File: src/rtl/ysyx_bus_pkg.sv
// ysyx_bus_pkg: shared state type and constants for the L1 bus arbiter
package ysyx_bus_pkg;
    typedef enum logic [1:0] {IDLE, RD, WR} arb_state_t;
    localparam int ARB_RR    = 0;
    localparam int ARB_FIXED = 1;
    localparam int STRB_W    = 8;
endpackage

File: src/rtl/ysyx_rr_picker.sv
// ysyx_rr_picker: combinational round-robin / fixed-priority winner select
module ysyx_rr_picker #(
    parameter int N   = 2,
    parameter int IDW = $clog2(N)
) (
    input  logic [N-1:0]   req,
    input  logic [IDW-1:0] ptr,
    input  logic           mode,
    output logic [IDW-1:0] winner,
    output logic           valid
);
    logic [IDW:0] base, idx;
    // scan offsets from farthest to nearest so the requester closest to the start point wins
    always_comb begin
        base   = mode ? {(IDW+1){1'b0}} : {1'b0, ptr};
        idx    = '0;
        winner = '0;
        valid  = |req;
        for (int k = N - 1; k >= 0; k--) begin
            idx = base + (IDW+1)'(k);
            idx = (idx >= (IDW+1)'(N)) ? idx - (IDW+1)'(N) : idx;
            if (req[idx[IDW-1:0]]) winner = idx[IDW-1:0];
        end
    end
endmodule

File: src/rtl/ysyx_bus_arb.sv
// ysyx_bus_arb: N-master to 1-slave L1 bus arbiter, one locked transaction at a time
`ifndef YSYX_XLEN
`define YSYX_XLEN 64
`endif
module ysyx_bus_arb import ysyx_bus_pkg::*; #(
    parameter int XLEN     = `YSYX_XLEN,
    parameter int NUM_MST  = 2,
    parameter int IDW      = $clog2(NUM_MST),
    parameter int ARB_MODE = ARB_RR
) (
    input  logic                      clock,
    input  logic                      reset,
    input  logic [NUM_MST-1:0]        m_arvalid,
    input  logic [NUM_MST*XLEN-1:0]   m_araddr,
    input  logic [NUM_MST*STRB_W-1:0] m_rstrb,
    output logic [NUM_MST-1:0]        m_rready,
    output logic [XLEN-1:0]           m_rdata,
    output logic [NUM_MST-1:0]        m_rvalid,
    output logic [NUM_MST-1:0]        m_rlast,
    input  logic [NUM_MST-1:0]        m_awvalid,
    input  logic [NUM_MST*XLEN-1:0]   m_awaddr,
    input  logic [NUM_MST-1:0]        m_wvalid,
    input  logic [NUM_MST*XLEN-1:0]   m_wdata,
    input  logic [NUM_MST*STRB_W-1:0] m_wstrb,
    output logic [NUM_MST-1:0]        m_wready,
    output logic                      s_arvalid,
    output logic [XLEN-1:0]           s_araddr,
    output logic [STRB_W-1:0]         s_rstrb,
    input  logic                      s_rready,
    input  logic [XLEN-1:0]           s_rdata,
    input  logic                      s_rvalid,
    input  logic                      s_rlast,
    output logic                      s_awvalid,
    output logic [XLEN-1:0]           s_awaddr,
    output logic                      s_wvalid,
    output logic [XLEN-1:0]           s_wdata,
    output logic [STRB_W-1:0]         s_wstrb,
    input  logic                      s_wready,
    output logic                      busy,
    output logic [IDW-1:0]            grant_id
);
    arb_state_t state;
    logic [IDW-1:0] rr_ptr, winner, nxt_ptr;
    logic [NUM_MST-1:0] wr_req, req;
    logic win_valid, rd, wr;

    assign wr_req  = m_awvalid & m_wvalid;
    assign req     = m_arvalid | wr_req;
    assign rd      = state == RD;
    assign wr      = state == WR;
    assign busy    = state != IDLE;
    assign nxt_ptr = (grant_id == IDW'(NUM_MST - 1)) ? '0 : grant_id + 1'b1;

    ysyx_rr_picker #(.N(NUM_MST), .IDW(IDW)) u_picker (
        .req    (req),
        .ptr    (rr_ptr),
        .mode   (ARB_MODE == ARB_FIXED),
        .winner (winner),
        .valid  (win_valid)
    );

    // grant latch and burst lock: a winner is only chosen in IDLE and held until its completion beat
    always_ff @(posedge clock) begin
        if (reset) begin
            state    <= IDLE;
            rr_ptr   <= '0;
            grant_id <= '0;
        end else begin
            case (state)
                IDLE: if (win_valid) begin
                    grant_id <= winner;
                    state    <= wr_req[winner] ? WR : RD;
                end
                RD: if (s_rvalid && s_rlast) begin
                    state  <= IDLE;
                    rr_ptr <= nxt_ptr;
                end
                WR: if (s_wready) begin
                    state  <= IDLE;
                    rr_ptr <= nxt_ptr;
                end
                default: state <= IDLE;
            endcase
        end
    end

    // route the granted master to the slave and the slave responses back to that master only
    always_comb begin
        s_arvalid = rd & m_arvalid[grant_id];
        s_araddr  = rd ? m_araddr[grant_id*XLEN +: XLEN] : '0;
        s_rstrb   = rd ? m_rstrb[grant_id*STRB_W +: STRB_W] : '0;
        s_awvalid = wr & m_awvalid[grant_id];
        s_wvalid  = wr & m_wvalid[grant_id];
        s_awaddr  = wr ? m_awaddr[grant_id*XLEN +: XLEN] : '0;
        s_wdata   = wr ? m_wdata[grant_id*XLEN +: XLEN] : '0;
        s_wstrb   = wr ? m_wstrb[grant_id*STRB_W +: STRB_W] : '0;
        m_rdata   = rd ? s_rdata : '0;
        m_rready  = '0;
        m_rvalid  = '0;
        m_rlast   = '0;
        m_wready  = '0;
        m_rready[grant_id] = rd & s_rready;
        m_rvalid[grant_id] = rd & s_rvalid;
        m_rlast[grant_id]  = rd & s_rvalid & s_rlast;
        m_wready[grant_id] = wr & s_wready;
    end
endmodule

File: config.mk
export PLATFORM = sky130hd
export DESIGN_NAME = ysyx_bus_arb
export DESIGN_NICKNAME = d
export VERILOG_FILES = /design/src/rtl/ysyx_bus_pkg.sv /design/src/rtl/ysyx_rr_picker.sv /design/src/rtl/ysyx_bus_arb.sv
export SDC_FILE = /design/constraint.sdc
export NUM_CORES = 1
export LEC_CHECK = 0
export ABC_AREA = 0
export CORE_AREA = 2 2 305 307
export DETAILED_ROUTE_END_ITERATION = 8
export DIE_AREA = 0 0 307 309
export PLACE_DENSITY = 0.36
export SLEW_MARGIN = 0
export SYNTH_ARGS = -nofsm -noshare
export SYNTH_HDL_FRONTEND = slang
export SYNTH_SLANG_ARGS = --single-unit
File: constraint.sdc
create_clock -name clock -period 1.48 [get_ports clock]
set_input_delay 0.222 -clock clock [delete_from_list [all_inputs] [get_ports clock]]
set_output_delay 0.222 -clock clock [all_outputs]
set_load 0.005 [all_outputs]
# Word level (Yosys, flattened, before mapping)
# Cells that the tools add are included.
[op_classes]
n_addsub = 4
multipliers = 0
div = 0
order_cmp = 7
eq_ne = 5
n_shift = 5
mux = 33
bitwise = 13
reduce_logical = 9
[ops]
columns = ["cell", "n"]
rows = [
  ["$shiftx 128x8->64", 3],
  ["$mux 64", 4],
  ["$shiftx 16x5->8", 2],
  ["$mux 1", 20],
  ["$mux 8", 2],
  ["$and 2x2->2", 5],
  ["$lt 1x2->1 const B", 4],
  ["$mux 2", 4],
  ["$and 1x1->1", 7],
  ["$pmux 2 s3", 1],
  ["$reduce_and 3->1", 2],
  ["$ne 2x1->1 const B", 2],
  ["$reduce_bool 2->1", 2],
  ["$add 1x1->2 const B", 1],
  ["$eq 2x1->1 const B", 1],
  ["$eq 2x2->1 const B", 1],
  ["$ge 1x2->1 const B", 1],
  ["$ge 2x2->1 const B", 1],
  ["$logic_and 1x1->1", 2],
  ["$logic_not 2->1", 1],
  ["$ne 2x2->1 const B", 1],
  ["$or 2x2->2", 1],
  ["$pmux 1 s2", 1],
  ["$reduce_and 2->1", 1],
  ["other kinds (5)", 6],
]
[word_totals]
register_bits = 4
latch_bits = 0
mem_bits_rw = 0
mem_bits_ro = 0
input_bits = 492
output_inout_bits = 285
elab_cells = 79
n_memories = 0

# Longest topological paths before layout
[logic_depth]
depth_word = 12
ltp_mapped = 5
mapped_depth_nobuf = 4

# Modules after synthesis
# A second synthesis with hierarchy kept.
[hier_totals]
cells_unflattened = 583
hier_area_um2 = 3961.3
[modules_own_cells]
columns = ["mod", "instances", "cells_each", "area_each_um2", "seq_area_each_um2"]
rows = [
  ["ysyx_bus_arb", 1, 580, 3941.3, 80.1],
  ["ysyx_rr_picker", 1, 3, 20.0, 0.0],
]

# Worst setup path before layout
# No wires, ideal clock.
[synth_path]
path_type = "reg2out"
startpoint = "register grant_id"
endpoint = "output s_araddr[10]"
t_arrival_ns = 1.029
t_required_ns = 1.258
slack_ns = 0.229
stages_incl_launch_ff = 6
n_path_buf = 3
cell_sequence = "dfxtp_1 -> buf_2 -> buf_4 -> buf_4 -> mux2i_1 -> nor2_1"
[synth_between]
elab_chain_cells = 2
[synth_lines]
columns = ["element", "line_no", "source"]
rows = [
  ["start: declaration", "ysyx_bus_arb.sv:40", "output logic [IDW-1:0] grant_id"],
  ["start signal: assignment", "ysyx_bus_arb.sv:71", "grant_id <= winner;"],
  ["$shiftx 128x8->64", "ysyx_bus_arb.sv:90", "s_araddr = rd ? m_araddr[grant_id*XLEN +: XLEN] : '0;"],
  ["$mux 64", "ysyx_bus_arb.sv:90", ""],
  ["end: declaration", "ysyx_bus_arb.sv:27", "output logic [XLEN-1:0] s_araddr,"],
]
# No other way between the ends.

# Worst setup path after layout
[layout_path]
startpoint = "register grant_id"
endpoint = "output s_wdata[46]"
[layout_between]
elab_chain_cells = 2
[layout_lines]
columns = ["element", "line_no", "source"]
rows = [
  ["$shiftx 128x8->64", "ysyx_bus_arb.sv:95", "s_wdata = wr ? m_wdata[grant_id*XLEN +: XLEN] : '0;"],
  ["$mux 64", "ysyx_bus_arb.sv:95", ""],
  ["end: declaration", "ysyx_bus_arb.sv:36", "output logic [XLEN-1:0] s_wdata,"],
]
# No other way between the ends.

==> summary.md <==
| Metric | Value |
|---|---|
| Largest net degree at the start of global routing | `22` |
| Fin Clk Skew | `0.00168 ns` |
| Worst IR drop on VDD | `~0.00029 V` |
| DP Wirelength | `between 50000 and 60000 microns` |
| Max-slew violation count | `0` |
| Vias per cell | `3.08` |
| Slowest cell on the critical path | `dfxtp_4` |
| EDFF count, synth | `0` |
| Min-Delay Path Class | `reg -> reg` |
| Final setup fails | `283` |
| Final period util | `137%` |
| CTS buffer count | `3` |
| Met1 GRT Util | `~16%` |
| Antenna viol nets, final | `0` |
| CP max stage delay | `between 0.3 and 0.4 ns` |
| Synth Register Bits | `4` |
| Async SR Flop Fraction | `0%` |
| Num rows | `111` |
| Fillers | `between 9000 and 10000` |
| Area contributors post-synth | `mux2i_1 (54%), nor2_1 (21%), and2_1 (11%)` |
| Final min period | `~2.0 ns` |
| DR pass1 iterations | `4` |
| Pleak | `7.47 nW` |
| Number of max-cap violations | `0` |
| Total power | `~10 mW` |
| Worst path bufs/invs | `7` |
| Crit path max-delay family | `buffers and inverters` |
| Final Util | `21.2%` |
| Number of port buffers | `776` |
| I/O pins | `777` |
| Root Driver | `clkbuf_16` |
| Post-route DRC | `0` |
| Worst-path clk slew | `approximately 0.030 ns` |
| Vias after detailed routing | `8683` |
| CP Launch Type | `flop` |
| Final Hold Vio Count | `0` |
| Layout cell share with drive strength beyond 1 | `a little under three fifths` |
| WP data required | `1.26 ns` |
| Die Y | `slightly above 300 microns` |
| Yosys warning total | `0` |
| Kind of critical path | `reg -> out` |
| DP Area | `around 15000 sq um` |
| Worst slew pin tran | `~0.26 ns` |
| Final Net Count | `2122` |
| Die X | `307 microns` |
| Initial drt markers | `278` |
| Die area | `94900 sq um` |
| Seq/Total Area, Yosys | `2.04%` |
| Routability cong. | `0.885` |
| Synth Flop Type | `dfxtp_1` |
| Status | `finished with violations` |
| Area grow syn2layout | `394%` |
| Final wirelength | `between 60000 and 70000 microns` |
| Worst-path fanout max | `6` |
| Failing checks | `negative setup slack` |
| Clock Latency Late Sink | `~0.23 ns` |
| Cell Chain, Critical Path | `buf_12 -> buf_12 -> buf_16 -> buf_8 -> buf_6 -> buf_6 -> mux2i_4 -> nor2_2 -> buf_2` |
| First-pass GRT wire length | `83300 microns` |
| Post-synth net total | `roughly 1100` |
| Gr ovfl total | `0` |
| Critical Path Sink Type | `primary output` |
| TritonCTS clock tree | `yes` |
| Count of cell types in the netlist | `21` |
| Mapped cell area | `3920 sq um` |
| Most frequent cell after synthesis | `nor2_1` |
| WP data arrival | `1.80 ns` |
| CTS Sinks | `4` |
| Met3 usage | `about 1.8%` |
| Vias in the first global route | `9731` |
| WL/cell | `22.7 microns` |
| Core area | `91400 sq um` |
| CTS Buffer Depth | `2` |
| RSZ-0062 raised after global routing | `yes` |
| Worst setup margin | `-0.541 ns` |
| Cells after Synth | `582` |
| GRT Total Usage | `about an eighth` |
| H-tree depth | `1` |
| Met2 Use GR | `22.4%` |
| Power Dens Cells | `540 nW/um^2` |
| Most frequent cells after synthesis | `nor2_1 (216), mux2i_1 (211), and2_1 (66)` |
| Slew margin rel. | `82.6%` |
| Area leader, netlist | `mux2i_1` |
| Fmax | `495 MHz` |
| Yosys top cell area share | `around 54%` |
| GR peak layer | `met2` |
| Initial antenna violation count | `6` |
| Post-layout instance area | `19400 sq um` |
| Syn Area/Cell | `6.73 sq um` |
| Hold buffers post-CTS | `0` |
| Starting Density | `4.29%` |
metal layers:
layer  vias to the layer above  share of wire, %  routed length (microns)
met2                       452                50                    31800
li1                       4059                 -                        -
met5                         -             0.047                       30
met4                         4               1.2                      792
met3                        29               5.3                     3400
met1                      4139                44                    27900
worst reg2reg max path, cell delays in order, from the launching register on:
cell	delay [ns]
dfxtp_4	0.35
buf_12	0.15
buf_12	0.13
buf_12	0.12
buf_16	0.14
buf_4	0.13
buf_4	0.13
o21ai_0	0.06
a21oi_1	0.09
final cells by class:
cell class,count,area [sq um],share of cell area [%]
antenna,4,10.0,0.0517
timing repair buffer,1097,11700,60.7
sequential,4,91.3,0.472
tap,1186,1480,7.67
clock buffer,4,78.8,0.407
multi-input combinational,524,5950,30.7
sequential cells by signal (all words and copies together), names as in the netlist:
signal,count
rr_ptr,1
state,2
grant_id,1
what timing repair did:
| item | in CTS | in global routing |
|---|---|---|
| gates resized for setup | 1276 | 483 |
| endpoints found under the setup margin | 285 | 285 |
| pin swaps | 61 | 88 |
| gates cloned | 26 | 0 |
| buffers inserted | 149 | 94 |
where the power goes:
part | internal, mW | switching, mW
Combinational | 6.02 | 3.84
Sequential | 0.126 | 0.0197
Clock | 0.357 | 0.0918
through the flow:
stage          hold WS (ns)  cells  setup TNS [ns]  worst slack, ns
6_report              0.560   2819          -94.48           -0.541
3_5_place_dp          0.522   2647          -91.67           -0.608
3_3_place_gp          0.523   2647          -89.38           -0.609
4_1_cts               0.532   2787         -113.21           -0.652
5_1_grt               0.578   2819         -108.90           -0.572
2_1_floorplan         0.291    582               0            0.229
cells by family (layout without fill, tap and decap cells):
kind of cell           count (synthesis)  count (layout)  share of synthesized area (%)
and+or+nand+nor                      299             301                           33.8
AOI/OAI and AO/OA                     12              12                           1.92
DFF                                    4               4                           2.04
muxes                                211             211                           53.9
other                                  0               4                              0
buffers and inverters                 56            1101                           8.37
cells in the final DEF, fill, tap and decap left out, types with 3 or more instances in the layout:
| cell | netlist | routed |
|---|---|---|
| clkdlybuf4s50_1 | 0 | 490 |
| buf_6 | 0 | 218 |
| mux2i_4 | 0 | 125 |
| nor2_1 | 216 | 112 |
| buf_2 | 25 | 109 |
| buf_4 | 23 | 107 |
| buf_12 | 0 | 87 |
| mux2i_1 | 211 | 66 |
| and2_4 | 0 | 62 |
| nor2_4 | 0 | 58 |
| nor2_2 | 0 | 46 |
| buf_8 | 0 | 38 |
| clkbuf_2 | 0 | 23 |
| mux2i_2 | 0 | 20 |
| buf_16 | 0 | 19 |
| diode_2 | 0 | 4 |
| nand2_1 | 6 | 4 |
| and2_1 | 66 | 4 |
| a21oi_1 | 4 | 4 |
| nand2b_4 | 0 | 3 |
| o21ai_0 | 3 | 3 |
| clkbuf_16 | 0 | 3 |
| dfxtp_4 | 0 | 3 |
| dlymetal6s2s_1 | 0 | 3 |
final timing paths:
path	startpoint	end	slack [ns]	cells past startpoint
max	grant_id	s_wdata[46]	-0.54	9
min	rr_ptr	rr_ptr	0.56	2
max reg2reg	grant_id	grant_id	0.06	8
min reg2reg	rr_ptr	rr_ptr	0.56	2
Power figures use the tool's default switching activity.
